===== src/rtl/irq_prioritizer_if.sv =====
// Sequencer-facing bundle of the interrupt front end: raw requests, sequencer
// handshake, register port and the 3-bit vector code.
interface irq_prioritizer_if;
  logic [6:0]  src;
  logic        take;
  logic        inter;
  logic [1:0]  addr;
  logic        wr;
  logic [15:0] wdata;
  logic [15:0] rdata;
  logic        irq1;
  logic        irq2;
  logic        irq3;

  modport master (
    output src, take, inter, addr, wr, wdata,
    input  rdata, irq1, irq2, irq3
  );

  modport slave (
    input  src, take, inter, addr, wr, wdata,
    output rdata, irq1, irq2, irq3
  );
endinterface


===== src/rtl/irq_prioritizer.sv =====
// Interrupt front end: synchronises seven request lines, keeps them pending,
// masks and prioritises them and presents one held vector code to the sequencer.
module irq_prioritizer #(
  parameter int         SYNC_STAGES = 2,
  parameter logic [6:0] SRC_EDGE    = 7'h7F
) (
  input  logic         clk,
  input  logic         rst,
  irq_prioritizer_if.slave bus
);

  typedef enum logic [1:0] {
    IDLE    = 2'd0,
    PRESENT = 2'd1,
    SERVICE = 2'd2
  } state_t;

  state_t      state, state_nxt;
  logic [2:0]  code, code_nxt;
  logic [1:0]  svc_cnt, svc_cnt_nxt;

  logic [6:0]  sync_p [SYNC_STAGES];
  logic [6:0]  synced, synced_prev;
  logic [6:0]  mask, pend_edge, lost;
  logic [6:0]  rise, pend, cand, sel_bit;
  logic [6:0]  take_clr, sw_clr, lost_clr, pend_clr;
  logic [2:0]  win;
  logic        take_fire, wr_mask;
  logic [15:0] rdata;
  logic        unused_wdata;

  assign unused_wdata = ^bus.wdata[15:7];

  // Synchroniser output and edge detection
  assign synced = sync_p[SYNC_STAGES-1];
  assign rise   = synced & ~synced_prev & SRC_EDGE;

  // Level sources track the synchronised line directly; edge sources are latched
  assign pend = (pend_edge & SRC_EDGE) | (synced & ~SRC_EDGE);
  assign cand = pend & mask;

  assign sel_bit   = 7'd1 << (code - 3'd1);
  assign take_fire = (state == PRESENT) && bus.take;
  assign take_clr  = take_fire ? (sel_bit & SRC_EDGE) : 7'd0;
  assign wr_mask   = bus.wr && (bus.addr == 2'd0);
  assign sw_clr    = (bus.wr && (bus.addr == 2'd1)) ? (bus.wdata[6:0] & SRC_EDGE) : 7'd0;
  assign lost_clr  = (bus.wr && (bus.addr == 2'd3)) ? bus.wdata[6:0] : 7'd0;
  assign pend_clr  = take_clr | sw_clr;

  always_comb begin
    win = 3'd0;
    for (int i = 0; i < 7; i++) begin
      if (cand[i]) win = 3'(i + 1);
    end
  end

  always_comb begin
    state_nxt   = state;
    code_nxt    = code;
    svc_cnt_nxt = svc_cnt;
    case (state)
      IDLE: begin
        if ((cand != 7'd0) && !bus.inter) begin
          code_nxt  = win;
          state_nxt = PRESENT;
        end
      end
      PRESENT: begin
        if (bus.take) begin
          code_nxt    = 3'd0;
          state_nxt   = SERVICE;
          svc_cnt_nxt = 2'd0;
        end else if ((cand & sel_bit) == 7'd0) begin
          code_nxt  = 3'd0;
          state_nxt = IDLE;
        end
      end
      SERVICE: begin
        // First SERVICE cycle ignores inter: the sequencer's flag is registered
        if ((svc_cnt != 2'd0) && !bus.inter) begin
          state_nxt = IDLE;
        end else if (svc_cnt != 2'd3) begin
          svc_cnt_nxt = svc_cnt + 2'd1;
        end
      end
      default: begin
        state_nxt = IDLE;
        code_nxt  = 3'd0;
      end
    endcase
  end

  // Registered state: synchronisers, registers, FSM
  always_ff @(posedge clk or posedge rst) begin
    if (rst) begin
      for (int i = 0; i < SYNC_STAGES; i++) sync_p[i] <= 7'd0;
      synced_prev <= 7'd0;
      mask        <= 7'd0;
      pend_edge   <= 7'd0;
      lost        <= 7'd0;
      state       <= IDLE;
      code        <= 3'd0;
      svc_cnt     <= 2'd0;
    end else begin
      sync_p[0] <= bus.src;
      for (int i = 1; i < SYNC_STAGES; i++) sync_p[i] <= sync_p[i-1];
      synced_prev <= synced;
      if (wr_mask) mask <= bus.wdata[6:0];
      // A new edge wins over any clear in the same cycle and is then not lost
      pend_edge <= rise | (pend_edge & ~pend_clr);
      lost      <= (lost & ~lost_clr) | (rise & pend_edge & ~pend_clr);
      state     <= state_nxt;
      code      <= code_nxt;
      svc_cnt   <= svc_cnt_nxt;
    end
  end

  always_comb begin
    rdata = 16'd0;
    case (bus.addr)
      2'd0:    rdata[6:0] = mask;
      2'd1:    rdata[6:0] = pend;
      2'd2:    rdata[4:0] = {state, code};
      default: rdata[6:0] = lost;
    endcase
  end

  assign bus.rdata = rdata;
  assign bus.irq1  = code[0];
  assign bus.irq2  = code[1];
  assign bus.irq3  = code[2];

endmodule

===== src/flat_wrapper.sv =====
// flat-port wrapper written by rule: the top's interface ports become plain ports
module irq_prioritizer_flat 
#(
  parameter int         SYNC_STAGES = 2,
  parameter logic [6:0] SRC_EDGE    = 7'h7F
)
  (clk, rst, bus_src, bus_take, bus_inter, bus_addr, bus_wr, bus_wdata, bus_rdata, bus_irq1, bus_irq2, bus_irq3);
  irq_prioritizer_if bus_i ();
  input  logic clk;
  input  logic rst;
  input wire logic [$bits(bus_i.src)-1:0] bus_src;
  input wire logic [$bits(bus_i.take)-1:0] bus_take;
  input wire logic [$bits(bus_i.inter)-1:0] bus_inter;
  input wire logic [$bits(bus_i.addr)-1:0] bus_addr;
  input wire logic [$bits(bus_i.wr)-1:0] bus_wr;
  input wire logic [$bits(bus_i.wdata)-1:0] bus_wdata;
  output wire logic [$bits(bus_i.rdata)-1:0] bus_rdata;
  output wire logic [$bits(bus_i.irq1)-1:0] bus_irq1;
  output wire logic [$bits(bus_i.irq2)-1:0] bus_irq2;
  output wire logic [$bits(bus_i.irq3)-1:0] bus_irq3;
  assign bus_i.src = bus_src;
  assign bus_i.take = bus_take;
  assign bus_i.inter = bus_inter;
  assign bus_i.addr = bus_addr;
  assign bus_i.wr = bus_wr;
  assign bus_i.wdata = bus_wdata;
  assign bus_rdata = bus_i.rdata;
  assign bus_irq1 = bus_i.irq1;
  assign bus_irq2 = bus_i.irq2;
  assign bus_irq3 = bus_i.irq3;
  irq_prioritizer #(.SYNC_STAGES(SYNC_STAGES), .SRC_EDGE(SRC_EDGE)) u_core (.clk(clk), .rst(rst), .bus(bus_i));
endmodule

===== config.mk =====
export PLATFORM = sky130hd
export DESIGN_NAME = irq_prioritizer_flat
export DESIGN_NICKNAME = d
export VERILOG_FILES = /design/src/rtl/irq_prioritizer_if.sv /design/src/rtl/irq_prioritizer.sv /design/src/flat_wrapper.sv
export SDC_FILE = /design/constraint.sdc
export NUM_CORES = 1
export LEC_CHECK = 0
export ABC_CLOCK_PERIOD_IN_PS = 1600
export BUFFER_PORTS_ARGS = -buffer_cell sky130_fd_sc_hd__buf_2
export CORE_ASPECT_RATIO = 2
export CORE_MARGIN = 1
export CORE_UTILIZATION = 40
export CTS_BUF_LIST = sky130_fd_sc_hd__clkbuf_4 sky130_fd_sc_hd__clkbuf_8 sky130_fd_sc_hd__clkbuf_16
export DETAILED_ROUTE_END_ITERATION = 10
export MAX_ROUTING_LAYER = met4
export SKIP_LAST_GASP = 1
export SYNTH_ARGS = -nofsm -noshare
export SYNTH_HDL_FRONTEND = slang
export SYNTH_SLANG_ARGS = --single-unit
export TNS_END_PERCENT = 1

===== constraint.sdc =====
create_clock -name clk -period 1.6 [get_ports clk]
set_input_delay 0.16 -clock clk [delete_from_list [all_inputs] [get_ports clk]]
set_output_delay 0.16 -clock clk [all_outputs]
set_load 0.05 [all_outputs]

==> summary.md, run 1 <==
| Metric | Value |
|---|---|
| M1 WL | `1840 um` |
| Die area | `between 5000 and 6000 um^2` |
| Filler instances | `516` |
| Worst min path class | `primary input to flop` |
| Drt first pass iters | `4` |
| Sequential-to-total area share from yosys stat | `54.9%` |
| Starting density of the core | `41.2%` |
| Status | `finished with violations` |
| Total Power Consumption | `3.83 mW` |
| Highest metal used | `met4` |
| RSZ-0062 raised after global routing | `true` |
| Total CTS buffers | `5` |
| Failing checks | `negative setup slack` |
| Via count | `about 1600` |
| Met2 wire length | `2460 um` |
| Hpwl dp | `about 3400 um` |
| Final setup fails | `5` |
| Fin Hold WS | `roughly 0.12 ns` |
| Synth async-reset ratio | `100%` |
| CP Data Required Time | `1.44 ns` |
| CTS tree | `yes` |
| Routability cong. | `0.949` |
| CP max FO | `6` |
| Initial antenna violation count | `0` |
| Core area | `5420 um^2` |
| Area delta synth->final | `21.6%` |
| Max VDD drop | `between 800 and 900 uV` |
| DR WL met3 | `126 um` |
| Max Root-Sink Buffers | `2` |
| Largest net degree at the start of global routing | `50` |
| Row Count | `38` |
| # port buffers | `30` |
| Distinct cells, synth | `40` |
| Vias per Instance | `5.18` |
| Fin worst setup slack | `-0.0369 ns` |
| Fin Clk Skew | `0.00781 ns` |
| Cells after Synth | `around 190` |
| Worst Setup Start Kind | `flop` |
| Sequential cell area | `~1200 um^2` |
| CTS Sinks | `49` |
| Power per cell area | `roughly 1400 nW/um^2` |
| Syn_area_per_cell | `11.6 um^2` |
| Total GRT Usage | `18.7%` |
| Chip width | `54.8 um` |
| Total global routing overflow | `0` |
| Synth warn | `0` |
| Fmax | `a little over 0.6 GHz` |
| R2r setup slk | `-0.03 ns` |
| P_leak | `1.22 nW` |
| Final Hold Viols | `0` |
| Area of the multi-input gates | `around 900 um^2` |
| Setup CP Type | `flop to primary output` |
| CP Capture Type | `primary output` |
| Fin crit share | `102%` |
| Arr. time, crit path | `1.48 ns` |
| Synthesized flop and latch total | `49` |
| Synth Cell Area | `2230 um^2` |
| ANT nets after route | `0` |
| Fin crit period | `1.64 ns` |
| Drt total wl | `around 4600 um` |
| # nets final | `280` |
| First-pass GRT wire length | `7370 um` |
| Final Slew Violations | `0` |
| H-Tree Depth | `2` |
| # IOs | `49` |
| Fraction of layout instances using a drive strength above 1 | `32.5%` |
| Initial DRC Count | `35` |
| Clock-pin slew on the worst setup and hold paths | `0.09 ns` |
| Max-cap violations | `0` |
| Vias in the first global route | `1533` |
| Clock latency on the worst-skew pair | `0.30 ns` |
| DR DRC count | `0` |
| Routed len/inst | `15.0 um` |
| Clock root cell | `clkbuf_8` |
| Number of flops mapped to enable cells by yosys | `0` |
| N_diodes | `0` |
| Die Height | `108 um` |
| Top FF cell, synth | `dfrtp_1` |
critical path, stage by stage, from the launching register on:
cell	delay (ns)
dfrtp_1	0.49
mux4_2	0.51
buf_6	0.17
state kept, by name, summed over array words and instances (netlist names):
signal and flops:
u_core.synced 7, u_core.mask 7, u_core.code 3, u_core.sync_p 7
u_core.synced_prev 7, u_core.pend 7, u_core.state 2, u_core.svc_cnt 2
u_core.lost 7
synth_stat cells, types with 2 or more instances:
| cell | number | area share [%] |
|---|---|---|
| mux4_2 | 3 | 3.0 |
| nand2b_1 | 8 | 2.2 |
| nand3_1 | 5 | 1.1 |
| clkbuf_1 | 2 | 0.34 |
| nand2_1 | 41 | 6.9 |
| o21ai_0 | 10 | 2.2 |
| o211ai_1 | 7 | 2.4 |
| dfrtp_1 | 49 | 55 |
| buf_6 | 2 | 1.0 |
| ha_1 | 2 | 1.1 |
| mux2_2 | 8 | 4.0 |
| mux2i_1 | 3 | 1.3 |
| a22oi_1 | 3 | 1.0 |
| mux4_1 | 2 | 2.4 |
| o22ai_1 | 4 | 1.1 |
| inv_1 | 8 | 1.3 |
| nor2_1 | 4 | 0.67 |
| buf_4 | 9 | 3.0 |
area by class of cell:
| type | instances | share of cell area (%) |
|---|---|---|
| clock inverter | 1 | 0.277 |
| inverter | 8 | 1.11 |
| multi-input combinational | 130 | 33.3 |
| timing repair buffer | 54 | 14.2 |
| sequential | 49 | 45.3 |
| clock buffer | 7 | 3.09 |
| tap | 60 | 2.77 |
worst paths after layout:
check,start,depth (start not counted),endpoint
max reg2reg,u_core.mask[4],6,u_core.code[0]
min,bus_wdata[5],2,u_core.mask[5]
max,u_core.state[1],2,bus_rdata[4]
min in group asynchronous,rst,4,u_core.sync_p[11]
max in group asynchronous,rst,4,u_core.code[1]
min reg2reg,u_core.sync_p[8],0,u_core.synced[1]
stage by stage:
stage / setup TNS [ns] / instances / cell area, um^2 / util, % / worst slack [ns]
final: -0.157 / 309 / 2710 / 50.1 / -0.0369
after global routing: -0.560 / 309 / 2710 / 50.1 / -0.104
after CTS: -0.141 / 309 / 2710 / 50.1 / -0.0399
after detailed placement: 0 / 289 / 2490 / 46.0 / 0.0586
after global placement: 0 / 289 / 2490 / 46.0 / 0.0718
after floorplan: -0.327 / 200 / 2260 / - / -0.131
cells in the final DEF, fill, tap and decap left out, types with 3 or more instances in the layout:
| master | count |
|---|---|
| o21ai_0 | 9 |
| nand3_1 | 5 |
| conb_1 | 9 |
| o211ai_1 | 7 |
| nand2b_1 | 8 |
| inv_1 | 7 |
| mux2i_1 | 3 |
| buf_4 | 17 |
| mux2_2 | 8 |
| clkbuf_8 | 5 |
| buf_2 | 26 |
| mux4_2 | 4 |
| a22oi_1 | 3 |
| nand2_1 | 41 |
| o22ai_1 | 4 |
| dfrtp_1 | 47 |
| nor2_1 | 4 |
| dlygate4sd3_1 | 8 |
logic make-up after synthesis:
family                   synth area share (%)
AND/OR/NAND/NOR                          14.4
flip-flops                               54.9
AO/OA/AOI/OAI                            12.9
buffers and inverters                    5.72
multiplexers                             10.8
adder cells (fa/ha/maj)                  1.12
other                                   0.168
where the power goes:
group	total [mW]	leakage [nW]	internal, mW	switching, mW
clock	0.745	0.0453	0.344	0.401
combinational	1.44	0.617	0.596	0.848
sequential	1.65	0.555	1.44	0.209
routing by layer:
layer / up-vias / track usage [%]
li1: 764 / -
met1: 783 / 19.8
met2: 41 / 30.6
met3: 13 / 2.97
met4: 0 / 11.4
met5: - / -
timing repair:
item	4_1_cts	5_1_grt
resized for setup	10	0
pin swaps	1	0
buffers inserted	5	0
endpoints found under the setup margin	5	15
endpoints found under the hold margin	56	0
hold buffers	8	0
No activity file was read; power rests on OpenSTA's default activity.
==> run 2: changes to the inputs <==
--- a/config.mk
+++ b/config.mk
@@ -8,7 +8,7 @@
 export ABC_CLOCK_PERIOD_IN_PS = 1600
 export BUFFER_PORTS_ARGS = -buffer_cell sky130_fd_sc_hd__buf_2
 export CORE_ASPECT_RATIO = 2
-export CORE_MARGIN = 1
+export CORE_MARGIN = 8
 export CORE_UTILIZATION = 40
 export CTS_BUF_LIST = sky130_fd_sc_hd__clkbuf_4 sky130_fd_sc_hd__clkbuf_8 sky130_fd_sc_hd__clkbuf_16
 export DETAILED_ROUTE_END_ITERATION = 10
==> summary.md, run 2 (same netlist as run 1, synthesis figures left out) <==
| Metric | Value |
|---|---|
| Status | `finished with violations (unchanged)` |
| Failing checks | `negative setup slack (unchanged)` |
| # IOs | `49 (unchanged)` |
| N_diodes | `0 (unchanged)` |
| Fin Hold WS | `0.126 ns (was 0.121 ns)` |
| Row Count | `38 (unchanged)` |
| Vias in the first global route | `1751 (was 1533)` |
| Drt first pass iters | `4 (unchanged)` |
| Fin util | `50.5% (was 50.1%)` |
| Die Height | `122 um (was 108 um)` |
| Fin crit period | `1.62 ns (was 1.64 ns)` |
| Fin Clk Skew | `0.00416 ns (was 0.00781 ns)` |
| Final Hold Viols | `0 (unchanged)` |
| Die area | `8370 um^2 (was 5900 um^2)` |
| CTS Sinks | `49 (unchanged)` |
| Starting density of the core | `41.2% (unchanged)` |
| Total global routing overflow | `0 (unchanged)` |
| First-pass GRT wire length | `8450 um (was 7370 um)` |
| Max Root-Sink Buffers | `2 (unchanged)` |
| Power per cell area | `1420 nW/um^2 (was 1410 nW/um^2)` |
| Setup CP Type | `flop to primary output (unchanged)` |
| CP Capture Type | `primary output (unchanged)` |
| CP Data Required Time | `1.44 ns (about the same)` |
| Final Slew Violations | `0 (unchanged)` |
| CTS tree | `yes (unchanged)` |
| Fin worst setup slack | `-0.0241 ns (was -0.0369 ns)` |
| Clock-pin slew on the worst setup and hold paths | `0.09 ns (about the same)` |
| Commonest non-fill, non-tap cell in the layout | `dfrtp_1 (unchanged)` |
| DR DRC count | `0 (unchanged)` |
| Fmax | `0.616 GHz (was 0.611 GHz)` |
| P_leak | `1.22 nW (about the same)` |
| Fraction of layout instances using a drive strength above 1 | `33.6% (was 32.5%)` |
| ANT nets after route | `0 (unchanged)` |
| Routability cong. | `0.847 (was 0.949)` |
| # nets final | `282 (was 280)` |
| RSZ-0062 raised after global routing | `true (unchanged)` |
| Max-cap violations | `0 (unchanged)` |
| Hpwl dp | `3660 um (was 3380 um)` |
| CP peak stage delay | `0.47 ns (was 0.51 ns)` |
| Routed len/inst | `16.3 um (was 15.0 um)` |
| Most frequent cells in the layout | `dfrtp_1 (45), nand2_1 (41), buf_2 (25), buf_4 (19) (was dfrtp_1 (47), nand2_1 (41), buf_2 (26), buf_4 (17))` |
| CP max FO | `2 (was 6)` |
| Area delta synth->final | `22.6% (was 21.6%)` |
| # port buffers | `30 (unchanged)` |
| Clock latency on the worst-skew pair | `0.30 ns (about the same)` |
| Final setup fails | `4 (was 5)` |
| Fin crit share | `102% (about the same)` |
| Total Power Consumption | `3.87 mW (was 3.83 mW)` |
| Initial DRC Count | `46 (was 35)` |
| Initial antenna violation count | `0 (unchanged)` |
| Critical path's slowest cell | `mux4_2 (unchanged)` |
| Chip width | `68.8 um (was 54.8 um)` |
| Filler instances | `516 (unchanged)` |
| Worst Setup Start Kind | `flop (unchanged)` |
| Max VDD drop | `927 uV (was 863 uV)` |
| Critical Path, Cell by Cell | `buf_6 > mux4_2 > buf_8 (was mux4_2 > buf_6)` |
| Total CTS buffers | `5 (unchanged)` |
| Arr. time, crit path | `1.46 ns (was 1.48 ns)` |
| Largest net degree at the start of global routing | `50 (unchanged)` |
| Pre-CTS WS | `0.0599 ns (was 0.0586 ns)` |
| Vias per Instance | `5.22 (was 5.18)` |
| Clock root cell | `clkbuf_8 (unchanged)` |
| Core area | `5420 um^2 (unchanged)` |
| Drt total wl | `5050 um (was 4640 um)` |
| Worst min path class | `primary input to flop (unchanged)` |
| Total GRT Usage | `14.0% (was 18.7%)` |
| Via count | `1618 (was 1601)` |
| H-Tree Depth | `2 (unchanged)` |
run 2: changes by cell type in the layout (fill, tap and decap cells not counted):
| cell | delta |
|---|---|
| dfrtp_2 | +2 |
| buf_4 | +2 |
| buf_2 | -1 |
| dfrtp_1 | -2 |
| clkbuf_4 | -2 |
| clkbuf_8 | +1 |
| buf_6 | +1 |
run 2: final cells by class:
type / instances / area (um^2) / share of cell area (%)
flip-flops and latches: 49 / 1230 / 45.0
multi-input cells: 130 / 905 / 33.1
repair buffers: 56 / 405 / 14.8
clock buffers: 6 / 82.6 / 3.02
well taps: 60 / 75.1 / 2.74
inverters: 8 / 30.0 / 1.10
clock inverters: 1 / 7.51 / 0.274
run 2: stage by stage:
| step | std cells | area (um^2) | setup TNS (ns) |
|---|---|---|---|
| floorplan | 200 | 2260 | -0.327 |
| global placement | 288 | 2480 | 0 |
| detailed placement | 288 | 2480 | 0 |
| CTS | 307 | 2710 | -0.138 |
| global route | 310 | 2740 | -0.331 |
| finish | 310 | 2740 | -0.0764 |
run 2: timing repair:
action,4_1_cts,5_1_grt
endpoints found under the hold margin,56,0
hold buffers,8,0
buffers inserted,4,3
endpoints found under the setup margin,5,6
pin swaps,0,1
resized for setup,14,0
run 2: per-layer routing:
metal / track usage [%] / part of all wire (%) / up-vias
met4: 8.34 / 4.2 / 0
met2: 23.3 / 53 / 60
met5: - / 0 / -
li1: - / - / 759
met3: 2.30 / 4.6 / 18
met1: 14.6 / 38 / 781
run 2: power breakdown:
part	total (mW)	switching, mW	leakage, nW	internal [mW]
Clock	0.736	0.394	0.0433	0.342
Combinational	1.47	0.857	0.627	0.615
Sequential	1.67	0.223	0.553	1.44
Total	3.87	1.47	1.22	2.40
run 2: worst max-delay path, delay by kind of cell (launching register included):
family / cells / cell delay [ns]
mux: 1 / 0.47
buf+inv: 2 / 0.29
flops: 1 / 0.40
run 2: final timing paths:
kind                                    from                     to  slack, ns  cells past startpoint
hold / removal                  bus_wdata[3]         u_core.mask[3]       0.13                      2
max in group asynchronous                rst         u_core.code[2]       0.92                      4
hold reg to reg            u_core.sync_p[11]       u_core.synced[4]       0.35                      0
setup reg to reg              u_core.pend[4]         u_core.code[0]       0.04                      6
min in group asynchronous                rst  u_core.synced_prev[3]       0.43                      4
setup / recovery              u_core.pend[4]           bus_rdata[4]      -0.02                      3
==> run 3: changes to the inputs <==
--- a/config.mk
+++ b/config.mk
@@ -8,7 +8,7 @@
 export ABC_CLOCK_PERIOD_IN_PS = 1600
 export BUFFER_PORTS_ARGS = -buffer_cell sky130_fd_sc_hd__buf_2
 export CORE_ASPECT_RATIO = 2
-export CORE_MARGIN = 8
+export CORE_MARGIN = 2
 export CORE_UTILIZATION = 40
 export CTS_BUF_LIST = sky130_fd_sc_hd__clkbuf_4 sky130_fd_sc_hd__clkbuf_8 sky130_fd_sc_hd__clkbuf_16
 export DETAILED_ROUTE_END_ITERATION = 10
==> summary.md, run 3 (same netlist as run 1, synthesis figures left out) <==
| Metric | Value |
|---|---|
| Total GRT Usage | `17.8% (was 14.0%)` |
| Most frequent cells in the layout | `dfrtp_1 (46), nand2_1 (41), buf_2 (27), buf_4 (15) (was dfrtp_1 (45), nand2_1 (41), buf_2 (25), buf_4 (19))` |
| Worst Hold Launch | `bus_wdata[1] (was bus_wdata[3])` |
| Worst hold endpoint | `u_core.mask[1] (was u_core.mask[3])` |
| Clock root cell | `clkbuf_8 (unchanged)` |
| # IOs | `49 (unchanged)` |
| Largest net degree at the start of global routing | `50 (unchanged)` |
| Cell Count, Final, Fillers Out | `309 (was 310)` |
| Failing checks | `negative setup slack (unchanged)` |
| Worst Setup Start Kind | `flop (unchanged)` |
| Fin crit period | `1.63 ns (was 1.62 ns)` |
| Area of the multi-input gates | `905 um^2 (unchanged)` |
| Hpwl dp | `3450 um (was 3660 um)` |
| Starting density of the core | `41.2% (unchanged)` |
| Worst min path class | `primary input to flop (unchanged)` |
| Placed cells | `289 (was 288)` |
| Status | `finished with violations (unchanged)` |
| ANT nets after route | `0 (unchanged)` |
| Critical R2R Capture | `u_core.code[0] (unchanged)` |
| Fin Clk Skew | `0.00454 ns (was 0.00416 ns)` |
| Setup CP Type | `flop to primary output (unchanged)` |
| First-pass GRT wire length | `7910 um (was 8450 um)` |
| Arr. time, crit path | `1.47 ns (was 1.46 ns)` |
| Chip width | `56.8 um (was 68.8 um)` |
| Hold path depth | `2 (unchanged)` |
| Total CTS buffers | `5 (unchanged)` |
| Drt first pass iters | `4 (unchanged)` |
| Core area | `5420 um^2 (unchanged)` |
| N_diodes | `0 (unchanged)` |
| R2r setup slk | `-0.01 ns (was 0.04 ns)` |
| Area delta synth->final | `23.0% (was 22.6%)` |
| Max Root-Sink Buffers | `2 (unchanged)` |
| Row Count | `38 (unchanged)` |
| Fraction of layout instances using a drive strength above 1 | `32.9% (was 33.6%)` |
| Commonest non-fill, non-tap cell in the layout | `dfrtp_1 (unchanged)` |
| Die Height | `110 um (was 122 um)` |
| R2R Path Start | `u_core.mask[4] (was u_core.pend[4])` |
| FF-to-FF path depth | `6 (unchanged)` |
| Max-cap violations | `0 (unchanged)` |
| Fmax | `0.612 GHz (was 0.616 GHz)` |
| CP max FO | `6 (was 2)` |
| RSZ-0062 raised after global routing | `true (unchanged)` |
| H-Tree Depth | `2 (unchanged)` |
| Fin worst setup slack | `-0.0327 ns (was -0.0241 ns)` |
| Die area | `6230 um^2 (was 8370 um^2)` |
| Initial antenna violation count | `0 (unchanged)` |
| Clock latency on the worst-skew pair | `0.30 ns (about the same)` |
| CP Capture Type | `primary output (unchanged)` |
| Power per cell area | `1470 nW/um^2 (was 1420 nW/um^2)` |
| Initial DRC Count | `49 (was 46)` |
| # nets final | `280 (was 282)` |
| DR DRC count | `0 (unchanged)` |
| Vias per Instance | `5.24 (was 5.22)` |
| Via count | `1619 (was 1618)` |
| Total global routing overflow | `0 (unchanged)` |
| Clock-pin slew on the worst setup and hold paths | `0.09 ns (about the same)` |
| Drt total wl | `4840 um (was 5050 um)` |
| CP Data Required Time | `1.44 ns (about the same)` |
| P_leak | `1.23 nW (was 1.22 nW)` |
| Routed len/inst | `15.7 um (was 16.3 um)` |
| # port buffers | `30 (unchanged)` |
| Total Power Consumption | `4.03 mW (was 3.87 mW)` |
| CTS tree | `yes (unchanged)` |
| Max VDD drop | `949 uV (was 927 uV)` |
| Filler instances | `502 (was 516)` |
| Routability cong. | `0.875 (was 0.847)` |
| Fin crit share | `102% (about the same)` |
| Final Slew Violations | `0 (unchanged)` |
| CTS Sinks | `49 (unchanged)` |
| Vias in the first global route | `1624 (was 1751)` |
| Sequential cell area | `1230 um^2 (about the same)` |
| Fin util | `50.6% (was 50.5%)` |
| Final setup fails | `5 (was 4)` |
| Final Hold Viols | `0 (unchanged)` |
run 3: metal layers:
metal / wire length, um / global-route usage (%)
met4: 190 / 10.1
met3: 242 / 3.18
met2: 2670 / 32.5
met1: 1740 / 17.3
met5: 0 / -
run 3: report_power, final:
part	switching, mW	total [mW]	internal, mW
logic	0.865	1.46	0.595
registers	0.210	1.65	1.44
clock network	0.395	0.922	0.527
total	1.47	4.03	2.56
run 3: cell type report:
class                      instances  share of cell area (%)
clock buffer                       7                    3.28
clock inverter                     1                    1.09
inverter                           8                    1.09
multi-input combinational        130                    33.0
sequential                        49                    44.8
tap                               60                    2.73
timing repair buffer              54                    14.0
run 3: worst max-delay path by stage:
stage,from,endpoint,slack [ns],depth (start not counted)
finish,u_core.code[0],bus_rdata[0],-0.03,2
global route,u_core.mask[4],bus_rdata[4],-0.08,3
floorplan,u_core.pend[6],bus_rdata[6],-0.13,2
CTS,u_core.mask[4],u_core.code[0],-0.04,6
detailed placement,u_core.mask[6],u_core.code[0],0.07,5
global placement,u_core.mask[4],u_core.code[0],0.11,5
run 3: repair_timing:
item | in CTS | in global routing
buffers inserted | 3 | 1
hold buffers | 8 | 0
gates resized for setup | 8 | 3
setup endpoints to repair | 5 | 7
hold endpoints to repair | 56 | 0
pin swaps | 0 | 4
run 3: worst max-delay path, cell delays in order (launching register included):
cell	delay (ns)
dfrtp_2	0.47
mux4_2	0.48
buf_2	0.23
run 3: stage by stage:
stage	hold WS [ns]	worst slack [ns]	area, um^2	setup TNS [ns]
detailed placement	0.221	0.0665	2490	0
CTS	0.120	-0.0424	2730	-0.185
global placement	0.212	0.107	2490	0
floorplan	0.191	-0.131	2260	-0.327
global route	0.132	-0.0831	2750	-0.396
finish	0.129	-0.0327	2750	-0.107
